<file path="src/rtl/ascon_pkg.sv">
// Shared constants and FSM encoding for the Ascon permutation arbiter.
package ascon_pkg;

    localparam int unsigned STATE_W        = 320;
    localparam int unsigned ROUNDS_MAX     = 12;
    localparam int unsigned PA_ROUNDS      = 12;
    localparam int unsigned PB_ROUNDS_HASH = 12;

    typedef enum logic [1:0] {
        StIdle,
        StCheck,
        StRun,
        StResp
    } arb_state_e;

    function automatic logic rounds_legal(input int unsigned rounds);
        return (rounds >= 1) && (rounds <= ROUNDS_MAX);
    endfunction

endpackage

</file>
<file path="src/rtl/rr_pick.sv">
// Combinational round-robin picker: first set request at or after ptr_i, wrapping modulo N.
module rr_pick #(
    parameter int unsigned N    = 3,
    parameter int unsigned IDXW = 2
) (
    input  logic [N-1:0]    req_i,
    input  logic [IDXW-1:0] ptr_i,
    output logic [N-1:0]    gnt_o,
    output logic [IDXW-1:0] idx_o,
    output logic            any_o
);

    always_comb begin
        logic [IDXW-1:0] cidx;
        cidx  = '0;
        gnt_o = '0;
        idx_o = '0;
        any_o = 1'b0;
        for (int unsigned k = 0; k < N; k++) begin
            cidx = IDXW'((32'(ptr_i) + k) % N);
            if (!any_o && req_i[cidx]) begin
                any_o       = 1'b1;
                gnt_o[cidx] = 1'b1;
                idx_o       = cidx;
            end
        end
    end

endmodule

</file>
<file path="src/rtl/perm_arbiter.sv">
// Shares one Ascon permutation core between N requesters with round-robin grant,
// round-count validation and a watchdog on the core's done pulse.
module perm_arbiter
    import ascon_pkg::*;
#(
    parameter int unsigned N   = 3,
    parameter int unsigned RW  = 5,
    parameter int unsigned TMO = 31
) (
    input  logic                 clk,
    input  logic                 rst,
    input  logic [N-1:0]         req_valid,
    output logic [N-1:0]         req_ready,
    input  logic [N*STATE_W-1:0] req_state,
    input  logic [N*RW-1:0]      req_rounds,
    output logic [N-1:0]         rsp_valid,
    output logic                 rsp_err,
    output logic [STATE_W-1:0]   rsp_state,
    output logic                 p_start,
    output logic [STATE_W-1:0]   p_state,
    output logic [RW-1:0]        p_rounds,
    input  logic                 p_done,
    input  logic [STATE_W-1:0]   p_out,
    output logic                 busy
);

    localparam int unsigned IDXW = (N > 1) ? $clog2(N) : 1;
    localparam int unsigned WDW  = $clog2(TMO + 1);

    arb_state_e         state_q;
    logic [IDXW-1:0]    rr_ptr_q;
    logic [IDXW-1:0]    idx_q;
    logic [STATE_W-1:0] st_q;
    logic [RW-1:0]      rounds_q;
    logic [WDW-1:0]     wdog_q;
    logic               p_start_q;
    logic [N-1:0]       rsp_valid_q;
    logic               rsp_err_q;
    logic [STATE_W-1:0] rsp_state_q;

    logic [N-1:0]       gnt;
    logic [IDXW-1:0]    pick_idx;
    logic               pick_any;
    logic [STATE_W-1:0] sel_state;
    logic [RW-1:0]      sel_rounds;
    logic [N-1:0]       idx_onehot;

    rr_pick #(
        .N    (N),
        .IDXW (IDXW)
    ) u_rr_pick (
        .req_i (req_valid),
        .ptr_i (rr_ptr_q),
        .gnt_o (gnt),
        .idx_o (pick_idx),
        .any_o (pick_any)
    );

    assign sel_state  = req_state[32'(pick_idx) * STATE_W +: STATE_W];
    assign sel_rounds = req_rounds[32'(pick_idx) * RW +: RW];
    assign idx_onehot = N'(1) << idx_q;

    always_ff @(posedge clk) begin
        if (rst) begin
            state_q     <= StIdle;
            rr_ptr_q    <= '0;
            idx_q       <= '0;
            st_q        <= '0;
            rounds_q    <= '0;
            wdog_q      <= '0;
            p_start_q   <= 1'b0;
            rsp_valid_q <= '0;
            rsp_err_q   <= 1'b0;
            rsp_state_q <= '0;
        end else begin
            // Response fields live for exactly the one RESP cycle.
            rsp_valid_q <= '0;
            rsp_err_q   <= 1'b0;
            rsp_state_q <= '0;
            unique case (state_q)
                StIdle: begin
                    if (pick_any) begin
                        st_q     <= sel_state;
                        rounds_q <= sel_rounds;
                        idx_q    <= pick_idx;
                        state_q  <= StCheck;
                    end
                end
                StCheck: begin
                    if (rounds_legal(32'(rounds_q))) begin
                        wdog_q    <= '0;
                        p_start_q <= 1'b1;
                        state_q   <= StRun;
                    end else begin
                        rsp_valid_q <= idx_onehot;
                        rsp_err_q   <= 1'b1;
                        rsp_state_q <= st_q;
                        state_q     <= StResp;
                    end
                end
                StRun: begin
                    // Done takes priority over a timeout landing in the same cycle.
                    if (p_done) begin
                        rsp_valid_q <= idx_onehot;
                        rsp_state_q <= p_out;
                        p_start_q   <= 1'b0;
                        wdog_q      <= '0;
                        state_q     <= StResp;
                    end else if (wdog_q == WDW'(TMO - 1)) begin
                        rsp_valid_q <= idx_onehot;
                        rsp_err_q   <= 1'b1;
                        rsp_state_q <= st_q;
                        p_start_q   <= 1'b0;
                        wdog_q      <= '0;
                        state_q     <= StResp;
                    end else begin
                        wdog_q <= wdog_q + 1'b1;
                    end
                end
                StResp: begin
                    rr_ptr_q <= (idx_q == IDXW'(N - 1)) ? '0 : idx_q + 1'b1;
                    state_q  <= StIdle;
                end
                default: state_q <= StIdle;
            endcase
        end
    end

    assign req_ready = (state_q == StIdle && !rst) ? gnt : '0;
    assign rsp_valid = rsp_valid_q;
    assign rsp_err   = rsp_err_q;
    assign rsp_state = rsp_state_q;
    assign p_start   = p_start_q;
    assign p_state   = p_start_q ? st_q : '0;
    assign p_rounds  = p_start_q ? rounds_q : '0;
    assign busy      = (state_q != StIdle);

endmodule

</file>
<file path="config.mk">
export PLATFORM = sky130hd
export DESIGN_NAME = perm_arbiter
export DESIGN_NICKNAME = d
export VERILOG_FILES = /design/src/rtl/ascon_pkg.sv /design/src/rtl/rr_pick.sv /design/src/rtl/perm_arbiter.sv
export SDC_FILE = /design/constraint.sdc
export NUM_CORES = 2
export LEC_CHECK = 0
export ABC_AREA = 1
export CAP_MARGIN = 30
export CORE_AREA = 2 2 770 772
export DETAILED_ROUTE_END_ITERATION = 6
export DIE_AREA = 0 0 772 774
export PLACE_DENSITY_LB_ADDON = 0.2
export SLEW_MARGIN = 25
export SYNTH_ARGS = -nofsm -noshare
export SYNTH_HDL_FRONTEND = slang
export SYNTH_HIERARCHICAL = 1
export SYNTH_SLANG_ARGS = --single-unit
</file>
<file path="constraint.sdc">
create_clock -name clk -period 3.5 [get_ports clk]
set_input_delay 0.7 -clock clk [delete_from_list [all_inputs] [get_ports clk]]
set_output_delay 0.7 -clock clk [all_outputs]
set_load 0.02 [all_outputs]
</file>
Word-level counts from Yosys, hierarchy flattened
Cells that the tools add are included.
- flip-flop bits (word level): 661
- bits of input ports: 1301
- output and inout port bits: 654
- add/subtract/negate cells: 4
- multiply operators: 2
- divide/modulo/power cells: 3
- $lt $le $gt $ge: 8
- equality and inequality tests: 8
- shift operators: 3
- mux-type cells: 50
- bitwise gates (word level): 2
- reductions and logical operators: 17
- operator list (operator ; number):
    2-to-1 mux 320 bit ; 4
    variable part select 960 x 12 -> 320 bit ; 1
    case mux 320 bit (2 select lines) ; 1
    remainder unit 32 x 2 -> 32 bit (second input constant) ; 2
    remainder unit 2 x 2 -> 32 bit (second input constant) ; 1
    2-to-1 mux 3 bit ; 7
    2-to-1 mux 5 bit ; 4
    2-to-1 mux 1 bit ; 16
    variable part select 15 x 6 -> 5 bit ; 1
    2-to-1 mux 2 bit ; 7
    multiplier 2 x 3 -> 5 bit (second input constant) ; 2
    case mux 5 bit (2 select lines) ; 1
    < comparator 2 x 3 -> 1 bit (second input constant) ; 3
    case mux 2 bit (4 select lines) ; 1
    logical AND 1 bit ; 7
    binary-select mux 1 bit (select 2 bit) ; 3
    demux 1 bit (select 2 bit) ; 3
    equality test 2 bit (second input constant) ; 3
    >= comparator 2 x 1 -> 1 bit (second input constant) ; 3
    OR 3 bit ; 2
    case mux 3 bit (2 select lines) ; 1
    AND reduction 2 bit ; 3
    adder 5 x 1 -> 5 bit (second input constant) ; 1
    equality test 5 bit (second input constant) ; 1
    14 further kinds ; 19

Logic depth before layout (Yosys ltp)
- depth in word-level cells: 12
- gate-level depth with buffers: 21
- depth with buffers taken out: 19

By module
The synthesis kept the hierarchy.
- by module, submodules not included (module ; instances ; cells an instance ; area each (um^2)):
    perm_arbiter ; 1 ; 4743 ; 31230.0
    rr_pick ; 1 ; 61 ; 320.3

Worst setup path before layout
No wires, ideal clock.
- path type: flip-flop to flip-flop
- start: reg rr_ptr_q[0]
- end: reg st_q[11]
- setup time: 0.130 ns
- arrival: 2.332 ns
- slack: 1.037 ns
- stages on the path, launching flop included: 17
- period minus slack after synthesis: 2.463 ns
- cells stage by stage: dfxtp_1 > inv_1 > ha_1 > inv_2 > o31ai_4 > nand3_1 > nand2_1 > buf_2 > buf_2 > inv_2 > buf_4 > buf_4 > buf_4 > nor2_1 > nor2_1 > o21ai_1 > a31oi_1
- longest elaborated chain between the ends: 12
- elaborated cells on any way between the ends: 24
- classes of those cells: add/sub (2); mul (1); div (3); shift (1); mux (12); reduce/logical (5)
- ends and longest elaborated chain (what ; line ; RTL):
    start, declared ; perm_arbiter.sv:31 ; logic [IDXW-1:0] rr_ptr_q;
    start signal, assigned ; perm_arbiter.sv:121 ; rr_ptr_q <= (idx_q == IDXW'(N - 1)) ? '0 : idx_q + 1'b1;
    branches (longest 9 deep; another with remainder unit 32 x 2 -> 32 bit) ; - ;
    2-to-1 mux 2 bit (*) ; rr_pick.sv:21 ; if (!any_o && req_i[cidx]) begin
    net pick_idx[0] ; perm_arbiter.sv:42 ; logic [IDXW-1:0] pick_idx;
    multiplier 2 x 3 -> 5 bit (*) ; perm_arbiter.sv:59 ; assign sel_state = req_state[32'(pick_idx) * STATE_W +: STATE_W];
    variable part select 960 x 12 -> 320 bit (*) ; perm_arbiter.sv:59 ;
    end signal, assigned ; perm_arbiter.sv:83 ; st_q <= sel_state;
    end, declared ; perm_arbiter.sv:33 ; logic [STATE_W-1:0] st_q;
Mark *: on every way through the listed nets, which the timed path passes. The select of a mux whose other input is x is not followed.
A chain may end at the register's enable or synchronous reset.

Worst setup path in the final report
- start: reg p_start_q, in the netlist p_start
- end: out p_state[98]
- longest elaborated chain between the ends: 1
- ends and longest elaborated chain (what ; line ; RTL):
    start, declared ; perm_arbiter.sv:36 ; logic p_start_q;
    start signal, assigned ; perm_arbiter.sv:71 ; p_start_q <= 1'b0;
    start signal, assigned ; perm_arbiter.sv:92 ; p_start_q <= 1'b1;
    start signal, assigned ; perm_arbiter.sv:106 ; p_start_q <= 1'b0;
    2-to-1 mux 320 bit ; perm_arbiter.sv:134 ; assign p_state = p_start_q ? st_q : '0;
    end, declared ; perm_arbiter.sv:20 ; output logic [STATE_W-1:0] p_state,
No other way between the ends.

==> flow_summary.rst <==
.. list-table::
   :header-rows: 1

   * - Metric
     - Value
   * - Fillers
     - 68826
   * - Number of max-capacitance violations reported
     - 0
   * - Clock Root Buffer
     - sky130_fd_sc_hd__clkbuf_16
   * - Xor and xnor area share after synthesis
     - 0.0278%
   * - Post-synthesis share of cell area spent on full adders, half adders and majority gates
     - 0.436%
   * - Power per cell area
     - 731 nW/um^2
   * - Capture endpoint of the worst hold path
     - rsp_state[181]$_SDFF_PP0_
   * - Detailed placement HPWL
     - 423000 um
   * - Utilization after layout
     - 11.3%
   * - Final-stage net count
     - 8068
   * - Synth Net Count
     - 6116
   * - Detailed-route wire length
     - 485000 um
   * - Count of vias placed by the detailed router
     - 43851
   * - Share of the cycle needed by the critical path after routing
     - 96.9%
   * - Area inside the core boundary
     - 589000 um^2
   * - Port Buffers
     - 1954
   * - Routability congestion estimate from global placement
     - 0.915
   * - Die span in x
     - 772 um
   * - Worst flop-to-flop path endpoint
     - st_q[258]$_SDFFE_PP0P_
   * - Highest attainable clock frequency
     - 295 MHz
   * - Number of enable flip-flop cells after synthesis
     - 0
   * - Beginning of the worst register-to-register path
     - rr_ptr_q[0]$_SDFFE_PP0N_
   * - Seq pwr share
     - 24.1%
   * - Worst-margin pin slew
     - 1.06 ns
   * - DIE HEIGHT
     - 774 um
   * - Data arrival time of the critical path
     - 2.69 ns
   * - Final number of max-transition violations
     - 0
   * - Starting Density
     - 5.36%
   * - Portion of synthesized cell area occupied by the leading cell type
     - 41.9%
   * - Final standard cell area without fillers
     - 66500 um^2
   * - Vias in the first global route
     - 42973
   * - Clock period minus worst slack
     - 3.39 ns
   * - Startpoint type of the worst setup path
     - register
   * - Capturing element type of the critical path
     - output pin
   * - Main combinational cell family by area after synthesis
     - simple AND/OR/NAND/NOR gates
   * - Post-synthesis cell count
     - 4804
   * - Most frequent cells after synthesis
     - sky130_fd_sc_hd__nand2_1, sky130_fd_sc_hd__dfxtp_1, sky130_fd_sc_hd__nor2_1, sky130_fd_sc_hd__o21ai_0, sky130_fd_sc_hd__inv_1
   * - Antenna violations before repair
     - 458
   * - Count of cell types in the netlist
     - 37
   * - Clock latency on the worst-skew pair
     - 0.93 ns
   * - Count leader, synth
     - sky130_fd_sc_hd__nand2_1
   * - Tightest slew margin relative to the limit
     - 29.4%
   * - Setup repair after global routing missed its margin
     - yes
   * - Type of the worst setup path
     - reg2out
   * - Accumulated negative setup slack
     - 0 ns
   * - Synth warn
     - 6
   * - Post-detailed-route DRC marker count
     - 0
   * - Total gr overflow
     - 0
   * - Yosys reg bits
     - 661
   * - Routed wire per std cell
     - 32.9 um
   * - Ratio of cells with drive above 1 in the final layout
     - 7.70%
   * - Worst R2R Setup Slack
     - 0.50 ns
   * - Final worst setup slack
     - 0.109 ns
   * - Switching power summed over all nets
     - 23.3 mW
   * - Final setup violation count
     - 0
   * - Die area
     - 598000 um^2
   * - FP Rows
     - 282
   * - Dominant synthesized flop cell
     - sky130_fd_sc_hd__dfxtp_1
   * - Clk network pwr share
     - 26.3%
   * - Syn Area/Cell
     - 6.57 um^2
   * - Pint
     - 25.4 mW
   * - Largest net degree at the start of global routing
     - 149
   * - Top cells by area, synth
     - sky130_fd_sc_hd__dfxtp_1, sky130_fd_sc_hd__nand2_1, sky130_fd_sc_hd__nor2_1
   * - Post-synthesis simple-gate area fraction
     - 30.1%
   * - Clock sink count
     - 661
   * - Peak supply drop
     - 0.691 mV
   * - Area Overhead vs Synth
     - 111%
   * - Portion of total power attributed to combinational logic
     - 49.6%
   * - Type of the worst min-delay path
     - in2reg
   * - Cells on Worst Hold Path
     - 3
   * - Global-route wire length before repair
     - 582000 um
   * - R2R cell count
     - 18
   * - Max Fanout on Critical Path
     - 43
   * - Clock tree from TritonCTS
     - yes
   * - Number of antenna-violating nets in the routed design
     - 0
   * - Proportion of synthesized area in mux cells
     - 0.254%
   * - Synth Cell Area
     - 31600 um^2
   * - Leakage power total
     - 26.4 nW
   * - Required time worst endpoint
     - 2.80 ns
   * - DRC marker count from the first detailed-route iteration
     - 2865
   * - DR vias/cell
     - 2.98
   * - Seq/Total Area, Yosys
     - 41.9%
   * - Origin of the worst setup path
     - p_start$_SDFFE_PP0P_
   * - Total CTS buffers
     - 111
   * - Start point of the worst hold path
     - p_out[181]
   * - Clock Pin Slew Worst Setup and Hold Paths
     - 0.06 ns
   * - Switching share of power
     - 47.8%
   * - Ys async rst share
     - 0%
   * - 1st-pass router iterations
     - 6
   * - IO Pins
     - 1955
   * - Maximum number of buffers from clock root to sink
     - 4
   * - Post-place setup slack
     - -0.667 ns
   * - Run status
     - completed
   * - Number of buffers inserted by hold repair at cts
     - 0
   * - Library cell occupying the most area in the post-synthesis netlist
     - sky130_fd_sc_hd__dfxtp_1
   * - Overall routing resource usage
     - 15.5%
   * - Clock Skew
     - 0.0608 ns
   * - Number of H-tree branching levels
     - 3
   * - Synthesized-area fraction occupied by ao, oa, aoi and oai cells
     - 16.5%
   * - Final hold viol count
     - 0
   * - Post-place instance area
     - 62000 um^2
## metal layers
metal	part of all wire, %	track usage [%]
met2	46	25.6
met1	39	17.6
met4	3.3	4.36
met5	0.33	0
met3	12	7.71
## how the worst max path moves through the flow
| stage | to | slack (ns) | cells past startpoint |
|---|---|---|---|
| 3_5_place_dp | st_q[258]$_SDFFE_PP0P_ | -0.67 | 16 |
| 6_report | p_state[98] | 0.11 | 4 |
| 4_1_cts | req_ready[2] | -0.09 | 10 |
| 2_1_floorplan | st_q[11]$_SDFFE_PP0P_ | 1.04 | 16 |
| 3_3_place_gp | st_q[258]$_SDFFE_PP0P_ | -0.71 | 16 |
| 5_1_grt | req_ready[2] | -0.02 | 13 |
## registers in the layout, summed over array words and instances (netlist names)
register,count
rr_ptr_q,2
rounds_q,5
st_q,320
p_start,1
rsp_err,1
wdog_q,5
rsp_valid,3
state_q,2
idx_q,2
rsp_state,320
## power groups by stage
stage          Clock [mW]  Combinational [mW]  Sequential, mW
2_1_floorplan           0                10.5            10.7
3_3_place_gp            0                24.8            11.9
3_5_place_dp            0                24.7            11.9
4_1_cts              13.4                25.0            11.8
5_1_grt              13.5                26.3            11.9
6_report             12.8                24.1            11.7
## stage by stage
stage | std cells | power (mW) | hold slack, ns
4_1_cts | 14653 | 50.2 | 0.225
5_1_grt | 14694 | 51.7 | 0.289
3_3_place_gp | 14439 | 36.7 | 0.455
6_report | 14739 | 48.6 | 0.339
2_1_floorplan | 4804 | 21.2 | 0.420
3_5_place_dp | 14439 | 36.6 | 0.459
## cell type report
type                       instances  area [um^2]  area share [%]
antenna                           84          210           0.316
clock buffer                     148         3180            4.78
clock inverter                    54          813            1.22
inverter                         391         1520            2.29
multi-input combinational       3364        15100            22.7
sequential                       661        13200            19.9
tap                             7810         9770            14.7
timing repair buffer            2227        22700            34.1
## logic make-up after synthesis
family,count (synthesis)
mux,8
flops,661
buf+inv,779
fa+ha+maj,11
simple gates,2396
compound gates,948
xor+xnor,1
## placed cells by master, fill, tap and decap left out, types with 17 or more instances in the layout
cell type / n
sky130_fd_sc_hd__a31oi_1: 301
sky130_fd_sc_hd__buf_12: 76
sky130_fd_sc_hd__buf_4: 193
sky130_fd_sc_hd__bufinv_16: 17
sky130_fd_sc_hd__clkbuf_16: 111
sky130_fd_sc_hd__clkbuf_8: 26
sky130_fd_sc_hd__clkdlybuf4s50_1: 1820
sky130_fd_sc_hd__clkinv_2: 17
sky130_fd_sc_hd__dfxtp_1: 658
sky130_fd_sc_hd__diode_2: 84
sky130_fd_sc_hd__dlygate4sd2_1: 116
sky130_fd_sc_hd__inv_1: 373
sky130_fd_sc_hd__nand2_1: 1386
sky130_fd_sc_hd__nand3_1: 352
sky130_fd_sc_hd__nor2_1: 618
sky130_fd_sc_hd__o211ai_1: 23
sky130_fd_sc_hd__o21ai_0: 377
sky130_fd_sc_hd__o21ai_1: 231
## critical path, cell delays in order (launching register included)
cell and delay [ns]:
sky130_fd_sc_hd__dfxtp_4 0.41, sky130_fd_sc_hd__buf_16 0.20, sky130_fd_sc_hd__nand2_1 0.27, sky130_fd_sc_hd__inv_1 0.12, sky130_fd_sc_hd__clkdlybuf4s50_1 0.60
## what timing repair did
item / in CTS / in global routing
buffers inserted: 7 / 0
cloned: 5 / 0
pin swaps: 4 / 7
setup endpoints to repair: 181 / 7
resized for setup: 156 / 11
Power figures use the tool's default switching activity.
